[src/rtl/axi_sram_slave_if.sv]
// axi_sram_slave_if: AXI4 read/write channel bundle between interconnect and SRAM slave.
interface axi_sram_slave_if #(
    parameter int ID_W   = 8,
    parameter int ADDR_W = 32,
    parameter int DATA_W = 32,
    parameter int LEN_W  = 4
);
    logic [ID_W-1:0]   ARID;
    logic [ADDR_W-1:0] ARADDR;
    logic [LEN_W-1:0]  ARLEN;
    logic [2:0]        ARSIZE;
    logic [1:0]        ARBURST;
    logic              ARVALID;
    logic              ARREADY;
    logic [ID_W-1:0]   RID;
    logic [DATA_W-1:0] RDATA;
    logic [1:0]        RRESP;
    logic              RLAST;
    logic              RVALID;
    logic              RREADY;
    logic [ID_W-1:0]   AWID;
    logic [ADDR_W-1:0] AWADDR;
    logic [LEN_W-1:0]  AWLEN;
    logic [2:0]        AWSIZE;
    logic [1:0]        AWBURST;
    logic              AWVALID;
    logic              AWREADY;
    logic [DATA_W-1:0] WDATA;
    logic [3:0]        WSTRB;
    logic              WLAST;
    logic              WVALID;
    logic              WREADY;
    logic [ID_W-1:0]   BID;
    logic [1:0]        BRESP;
    logic              BVALID;
    logic              BREADY;

    modport master (
        output ARID, ARADDR, ARLEN, ARSIZE, ARBURST, ARVALID, RREADY,
        output AWID, AWADDR, AWLEN, AWSIZE, AWBURST, AWVALID,
        output WDATA, WSTRB, WLAST, WVALID, BREADY,
        input  ARREADY, RID, RDATA, RRESP, RLAST, RVALID,
        input  AWREADY, WREADY, BID, BRESP, BVALID
    );

    modport slave (
        input  ARID, ARADDR, ARLEN, ARSIZE, ARBURST, ARVALID, RREADY,
        input  AWID, AWADDR, AWLEN, AWSIZE, AWBURST, AWVALID,
        input  WDATA, WSTRB, WLAST, WVALID, BREADY,
        output ARREADY, RID, RDATA, RRESP, RLAST, RVALID,
        output AWREADY, WREADY, BID, BRESP, BVALID
    );
endinterface

[src/rtl/axi_sram_slave.sv]
// axi_sram_slave: AXI4 single/INCR-burst slave onto a single-port word SRAM.
// One transaction in flight; a write wins a simultaneous AW/AR.
module axi_sram_slave #(
    parameter int ID_W    = 8,
    parameter int ADDR_W  = 32,
    parameter int DATA_W  = 32,
    parameter int LEN_W   = 4,
    parameter int SRAM_AW = 14
) (
    input  logic               clk,
    input  logic               rst,
    axi_sram_slave_if.slave    bus,
    output logic               sram_ceb,
    output logic [3:0]         sram_web,
    output logic [SRAM_AW-1:0] sram_a,
    output logic [DATA_W-1:0]  sram_di,
    input  logic [DATA_W-1:0]  sram_do
);
    localparam logic [2:0] IDLE     = 3'd0;
    localparam logic [2:0] RD_FETCH = 3'd1;
    localparam logic [2:0] RD_DATA  = 3'd2;
    localparam logic [2:0] WR_DATA  = 3'd3;
    localparam logic [2:0] WR_RESP  = 3'd4;

    logic [2:0]         state;
    logic [ID_W-1:0]    id;
    logic [SRAM_AW-1:0] idx;
    logic [LEN_W-1:0]   len;
    logic [LEN_W-1:0]   beat;
    logic               incr;
    logic               first;
    logic               full;
    logic [1:0]         bresp;
    logic [DATA_W-1:0]  hold;
    logic               last;
    logic               r_hs;
    logic               w_hs;
    logic               rd_en;
    logic               wr_en;
    logic               unused;

    assign last  = beat == len;
    assign r_hs  = bus.RVALID & bus.RREADY;
    assign w_hs  = bus.WVALID & bus.WREADY;
    // Prefetch the next beat on each accepted read so RREADY held high gives one beat per cycle.
    assign rd_en = incr & ((state == RD_FETCH) | ((state == RD_DATA) & r_hs & ~last));
    assign wr_en = incr & ~full & (state == WR_DATA) & bus.WVALID & (|bus.WSTRB);

    assign bus.AWREADY = ~rst & (state == IDLE);
    assign bus.ARREADY = ~rst & (state == IDLE) & ~bus.AWVALID;
    assign bus.RVALID  = state == RD_DATA;
    assign bus.RID     = id;
    assign bus.RLAST   = bus.RVALID & last;
    assign bus.RRESP   = (bus.RVALID & ~incr) ? 2'b10 : 2'b00;
    assign bus.RDATA   = (bus.RVALID & incr) ? (first ? sram_do : hold) : '0;
    assign bus.WREADY  = state == WR_DATA;
    assign bus.BVALID  = state == WR_RESP;
    assign bus.BID     = id;
    assign bus.BRESP   = bus.BVALID ? bresp : 2'b00;

    assign sram_ceb = ~(rd_en | wr_en);
    assign sram_web = wr_en ? ~bus.WSTRB : 4'hF;
    assign sram_a   = (state == RD_DATA) ? idx + 1'b1 : idx;
    assign sram_di  = wr_en ? bus.WDATA : '0;

    assign unused = &{1'b0, bus.ARSIZE, bus.AWSIZE, bus.ARADDR[ADDR_W-1:SRAM_AW+2], bus.ARADDR[1:0],
                      bus.AWADDR[ADDR_W-1:SRAM_AW+2], bus.AWADDR[1:0]};

    always_ff @(posedge clk or posedge rst) begin
        if (rst) begin
            state <= IDLE;
            id    <= '0;
            idx   <= '0;
            len   <= '0;
            beat  <= '0;
            incr  <= 1'b0;
            first <= 1'b0;
            full  <= 1'b0;
            bresp <= 2'b00;
            hold  <= '0;
        end else begin
            case (state)
                IDLE: begin
                    if (bus.AWVALID) begin
                        state <= WR_DATA;
                        id    <= bus.AWID;
                        idx   <= bus.AWADDR[SRAM_AW+1:2];
                        len   <= bus.AWLEN;
                        incr  <= bus.AWBURST == 2'b01;
                        beat  <= '0;
                        full  <= 1'b0;
                    end else if (bus.ARVALID) begin
                        state <= RD_FETCH;
                        id    <= bus.ARID;
                        idx   <= bus.ARADDR[SRAM_AW+1:2];
                        len   <= bus.ARLEN;
                        incr  <= bus.ARBURST == 2'b01;
                        beat  <= '0;
                    end
                end
                RD_FETCH: begin
                    state <= RD_DATA;
                    first <= 1'b1;
                end
                RD_DATA: begin
                    // SRAM output is only valid in the first cycle of a beat; keep a copy for stalls.
                    if (first) hold <= sram_do;
                    first <= r_hs;
                    if (r_hs) begin
                        state <= last ? IDLE : RD_DATA;
                        idx   <= idx + 1'b1;
                        beat  <= beat + 1'b1;
                    end
                end
                WR_DATA: begin
                    if (w_hs & ~full) begin
                        idx  <= idx + 1'b1;
                        beat <= beat + 1'b1;
                        full <= last;
                    end
                    if (w_hs & bus.WLAST) begin
                        state <= WR_RESP;
                        bresp <= (incr & ~full & last) ? 2'b00 : 2'b10;
                    end
                end
                WR_RESP: if (bus.BREADY) state <= IDLE;
                default: state <= IDLE;
            endcase
        end
    end
endmodule

[src/flat_wrapper.sv]
// flat-port wrapper written by rule: the top's interface ports become plain ports
module axi_sram_slave_flat 
#(
    parameter int ID_W    = 8,
    parameter int ADDR_W  = 32,
    parameter int DATA_W  = 32,
    parameter int LEN_W   = 4,
    parameter int SRAM_AW = 14
)
  (clk, rst, sram_ceb, sram_web, sram_a, sram_di, sram_do, bus_ARID, bus_ARADDR, bus_ARLEN, bus_ARSIZE, bus_ARBURST, bus_ARVALID, bus_RREADY, bus_AWID, bus_AWADDR, bus_AWLEN, bus_AWSIZE, bus_AWBURST, bus_AWVALID, bus_WDATA, bus_WSTRB, bus_WLAST, bus_WVALID, bus_BREADY, bus_ARREADY, bus_RID, bus_RDATA, bus_RRESP, bus_RLAST, bus_RVALID, bus_AWREADY, bus_WREADY, bus_BID, bus_BRESP, bus_BVALID);
  axi_sram_slave_if #(.ID_W(ID_W), .ADDR_W(ADDR_W), .DATA_W(DATA_W), .LEN_W(LEN_W)) bus_i ();
  input  logic clk;
  input  logic rst;
  output logic sram_ceb;
  output logic [3:0] sram_web;
  output logic [SRAM_AW-1:0] sram_a;
  output logic [DATA_W-1:0] sram_di;
  input  logic [DATA_W-1:0] sram_do;
  input wire logic [$bits(bus_i.ARID)-1:0] bus_ARID;
  input wire logic [$bits(bus_i.ARADDR)-1:0] bus_ARADDR;
  input wire logic [$bits(bus_i.ARLEN)-1:0] bus_ARLEN;
  input wire logic [$bits(bus_i.ARSIZE)-1:0] bus_ARSIZE;
  input wire logic [$bits(bus_i.ARBURST)-1:0] bus_ARBURST;
  input wire logic [$bits(bus_i.ARVALID)-1:0] bus_ARVALID;
  input wire logic [$bits(bus_i.RREADY)-1:0] bus_RREADY;
  input wire logic [$bits(bus_i.AWID)-1:0] bus_AWID;
  input wire logic [$bits(bus_i.AWADDR)-1:0] bus_AWADDR;
  input wire logic [$bits(bus_i.AWLEN)-1:0] bus_AWLEN;
  input wire logic [$bits(bus_i.AWSIZE)-1:0] bus_AWSIZE;
  input wire logic [$bits(bus_i.AWBURST)-1:0] bus_AWBURST;
  input wire logic [$bits(bus_i.AWVALID)-1:0] bus_AWVALID;
  input wire logic [$bits(bus_i.WDATA)-1:0] bus_WDATA;
  input wire logic [$bits(bus_i.WSTRB)-1:0] bus_WSTRB;
  input wire logic [$bits(bus_i.WLAST)-1:0] bus_WLAST;
  input wire logic [$bits(bus_i.WVALID)-1:0] bus_WVALID;
  input wire logic [$bits(bus_i.BREADY)-1:0] bus_BREADY;
  output wire logic [$bits(bus_i.ARREADY)-1:0] bus_ARREADY;
  output wire logic [$bits(bus_i.RID)-1:0] bus_RID;
  output wire logic [$bits(bus_i.RDATA)-1:0] bus_RDATA;
  output wire logic [$bits(bus_i.RRESP)-1:0] bus_RRESP;
  output wire logic [$bits(bus_i.RLAST)-1:0] bus_RLAST;
  output wire logic [$bits(bus_i.RVALID)-1:0] bus_RVALID;
  output wire logic [$bits(bus_i.AWREADY)-1:0] bus_AWREADY;
  output wire logic [$bits(bus_i.WREADY)-1:0] bus_WREADY;
  output wire logic [$bits(bus_i.BID)-1:0] bus_BID;
  output wire logic [$bits(bus_i.BRESP)-1:0] bus_BRESP;
  output wire logic [$bits(bus_i.BVALID)-1:0] bus_BVALID;
  assign bus_i.ARID = bus_ARID;
  assign bus_i.ARADDR = bus_ARADDR;
  assign bus_i.ARLEN = bus_ARLEN;
  assign bus_i.ARSIZE = bus_ARSIZE;
  assign bus_i.ARBURST = bus_ARBURST;
  assign bus_i.ARVALID = bus_ARVALID;
  assign bus_i.RREADY = bus_RREADY;
  assign bus_i.AWID = bus_AWID;
  assign bus_i.AWADDR = bus_AWADDR;
  assign bus_i.AWLEN = bus_AWLEN;
  assign bus_i.AWSIZE = bus_AWSIZE;
  assign bus_i.AWBURST = bus_AWBURST;
  assign bus_i.AWVALID = bus_AWVALID;
  assign bus_i.WDATA = bus_WDATA;
  assign bus_i.WSTRB = bus_WSTRB;
  assign bus_i.WLAST = bus_WLAST;
  assign bus_i.WVALID = bus_WVALID;
  assign bus_i.BREADY = bus_BREADY;
  assign bus_ARREADY = bus_i.ARREADY;
  assign bus_RID = bus_i.RID;
  assign bus_RDATA = bus_i.RDATA;
  assign bus_RRESP = bus_i.RRESP;
  assign bus_RLAST = bus_i.RLAST;
  assign bus_RVALID = bus_i.RVALID;
  assign bus_AWREADY = bus_i.AWREADY;
  assign bus_WREADY = bus_i.WREADY;
  assign bus_BID = bus_i.BID;
  assign bus_BRESP = bus_i.BRESP;
  assign bus_BVALID = bus_i.BVALID;
  axi_sram_slave #(.ID_W(ID_W), .ADDR_W(ADDR_W), .DATA_W(DATA_W), .LEN_W(LEN_W), .SRAM_AW(SRAM_AW)) u_core (.clk(clk), .rst(rst), .bus(bus_i), .sram_ceb(sram_ceb), .sram_web(sram_web), .sram_a(sram_a), .sram_di(sram_di), .sram_do(sram_do));
endmodule
[config.mk]
export PLATFORM = sky130hd
export DESIGN_NAME = axi_sram_slave_flat
export DESIGN_NICKNAME = d
export VERILOG_FILES = /design/src/rtl/axi_sram_slave_if.sv /design/src/rtl/axi_sram_slave.sv /design/src/flat_wrapper.sv
export SDC_FILE = /design/constraint.sdc
export NUM_CORES = 1
export LEC_CHECK = 0
export CORE_MARGIN = 1.5
export CORE_UTILIZATION = 27
export CTS_BUF_LIST = sky130_fd_sc_hd__clkbuf_8
export DETAILED_ROUTE_END_ITERATION = 10
export MAX_ROUTING_LAYER = met4
export PLACE_DENSITY_LB_ADDON = 0.12
export SLEW_MARGIN = 20
export SYNTH_ARGS = -nofsm -noshare
export SYNTH_HDL_FRONTEND = slang
export SYNTH_SLANG_ARGS = --single-unit
[constraint.sdc]
create_clock -name clk -period 4.42 [get_ports clk]
set_input_delay 0.884 -clock clk [delete_from_list [all_inputs] [get_ports clk]]
set_output_delay 0.884 -clock clk [all_outputs]
set_load 0.1 [all_outputs]
==> qor.yml <==
die-height_um: 132
ios: 283
max-clock-path-buffers: 2
multi_input_area_sq_um: 2460
holdWs_ns: 0.507
cp_num_buf_inv: 3
path_class: "in -> out"
n_antenna_cell: 0
vdd_ir_drop_max_uv: 682
syn-instance-count: 483
hpwl_mm: 10.7
dr.pass1.iters: 4
fin_area_sq_um: 7370
slew_viol_final: 0
status: "finished, final reports clean"
crit_required_ns: 3.54
critPathArrivalTime_ns: 2.66
globalplace.congestion: 0.887
seqCellArea_sq_um: 1730
final_cells: 915
drt.antenna.violating_nets: 0
drv_cap: 0
grt_usage_pct: 16.6
clock.fmax_mhz: 282
num_rows: 46
num-nets-final: 870
fin_ws_ns: 0.877
worstPathCellList: "clkdlybuf4s50_1, nor4_1, nor3_2, buf_4, a311oi_2, buf_12"
clkTransAtPathRegs_ns: 0.07
finalCritPeriodShare_pct: 80.2
cts_hold_buf: 0
max_stage_delay_ns: 0.49
antenna_found_initial: 0
synth_cell_types: 53
clock-sinks: 69
start_kind: "primary input"
grt_max_degree: 36
finalSetupViolCount: 0
synth-seq-cells: 69
syn_avg_cell_area_sq_um: 9.30
grt_overflow: 0
cp_top_family: "buffers and inverters"
start_util_pct: 28.0
dieWidth_um: 132
post_cts_buffers: 0
postPlaceCellArea_sq_um: 7120
fin_skew_ns: 0.0107
slowest_stage: "nor4_1"
drc_errors: 0
root_buffer: "clkbuf_8"
fp.coreArea_sq_um: 16100
avgRoutedWirePerCell_um: 15.4
synth-edff-count: 0
slew_headroom_pct: 32.8
powerDensity_nw_per_um2: 766
clk_latency_ns: 0.34
syn_area_sq_um: 4490
fp.dieArea_sq_um: 17400
cts_resized: 0
cts_tree: "built"
yosysSeqAreaShare_pct: 38.5
critPathLaunch: "bus_WSTRB[1]"
async_reset_ff_share_pct: 100
synth_flop_cell: "dfrtp_1"
hp-class: "reg -> reg"
crit_path_end_kind: "output port"
n_fill_cell: 1514
via_per_inst: 4.71
rsz0062_at_grt: "no"
drive_gt1_share_pct: 23.2
place.port_buffers: 238
cts_buffers: 9
grt_pass1_vias: 4316
min_period_ns: 3.54
grt_pass1_wl_mm: 22.6
wl_mm: 14.1
worstMarginPinSlew_ns: 1.01
vias: 4314
setup_tns_ns: 0
drt_iter0_drc: 252
htreeDepth: 3
reg2reg_from: "u_core.state[0]"
p_leak_nw: 3.25
dp.cells: 899
cp_max_fo: 33
area_growth_pct: 64.2
hp-start: "u_core.hold[10]"
yosys_warnings: 0
hold_viol: 0
dp_slack_ns: 0.858
[cell type report]
cell class	instances	share of cell area, %
inverter	13	0.662
clock inverter	4	1.27
clock buffer	12	2.24
timing repair buffer	243	35.3
tap	216	3.66
multi-input combinational	358	33.4
sequential	69	23.4
[worst paths after layout]
path                              endpoint  slack (ns)  cells past startpoint
max                               sram_ceb        0.88                      6
min                        u_core.hold[10]        0.51                      1
max reg2reg                 u_core.hold[8]        2.00                      6
min reg2reg                u_core.hold[10]        0.51                      1
max in group asynchronous     u_core.first        2.58                      3
min in group asynchronous   u_core.beat[0]        1.00                      2
[routing by layer]
layer | vias up | global-route usage (%) | part of all wire (%)
met5 | - | - | 0
met4 | 0 | 5.49 | 1.9
met3 | 16 | 3.11 | 6.3
met2 | 183 | 27.7 | 48
met1 | 2035 | 20.1 | 44
li1 | 2080 | - | -
[cells in the final DEF (no fill, tap or decap), types with 4 or more instances in the layout]
master	instances
and2_1	34
nand2b_1	4
clkbuf_8	12
nor3_1	9
xnor2_1	12
mux2_2	37
o21ai_0	27
nand2_1	38
a211o_1	4
nand3_1	12
a21oi_1	12
clkdlybuf4s50_1	148
xor2_1	5
mux2i_1	52
nor2_1	54
nor4_1	4
buf_12	33
o22ai_1	6
dfrtp_1	68
buf_4	61
inv_1	11
[cells by family (layout without fill, tap and decap cells)]
family / Yosys count / after routing / share of synthesized area (%)
AND/OR/NAND/NOR: 179 / 179 / 20.1
adder cells (fa/ha/maj): 2 / 2 / 0.557
flip-flops: 69 / 69 / 38.5
AO/OA/AOI/OAI: 69 / 69 / 9.64
other: 1 / 2 / 0.0835
XOR/XNOR: 17 / 17 / 3.32
buffers and inverters: 57 / 272 / 7.02
multiplexers: 89 / 89 / 20.9
[power breakdown]
part | internal [mW] | total (mW) | switching, mW
clock network | 0.420 | 0.662 | 0.243
logic | 1.09 | 3.72 | 2.63
registers | 0.938 | 1.27 | 0.330
total | 2.44 | 5.65 | 3.21
[metrics by stage]
step                      utilization, %  total power, mW
final                               45.9             5.65
after global routing                45.9             5.95
after CTS                           45.9             5.70
after detailed placement            44.3             5.02
after global placement              44.3             4.97
after floorplan                        -             4.25
[state kept, by name (all words and copies together), names as in the netlist]
register	count
u_core.len	4
u_core.incr	1
u_core.state	3
u_core.bresp	1
u_core.bus.BID	8
u_core.beat	4
u_core.idx	14
u_core.full	1
u_core.first	1
u_core.hold	32
[cells in the mapped netlist (3+ instances only)]
cell type   n  share of area, %
dfrtp_1    69                38
nor2_1     54               4.5
mux2i_1    52                12
nand2_1    38               3.2
mux2_2     37               9.3
and2_1     34               4.7
o21ai_0    27               3.0
clkbuf_1   15               1.3
buf_4      14               2.3
a21oi_1    12               1.3
nand3_1    12               1.3
xnor2_1    12               2.3
inv_1      11              0.92
nor3_1     10               1.1
buf_2       9               1.0
o22ai_1     6              0.84
buf_6       5               1.3
xor2_1      5              0.98
a211o_1     4              0.78
nand2b_1    4              0.56
nor4_1      4              0.56
a21o_1      3              0.50
a32o_1      3              0.67
nand4_1     3              0.42
or3_1       3              0.42
(Power assumes the default switching activity.)
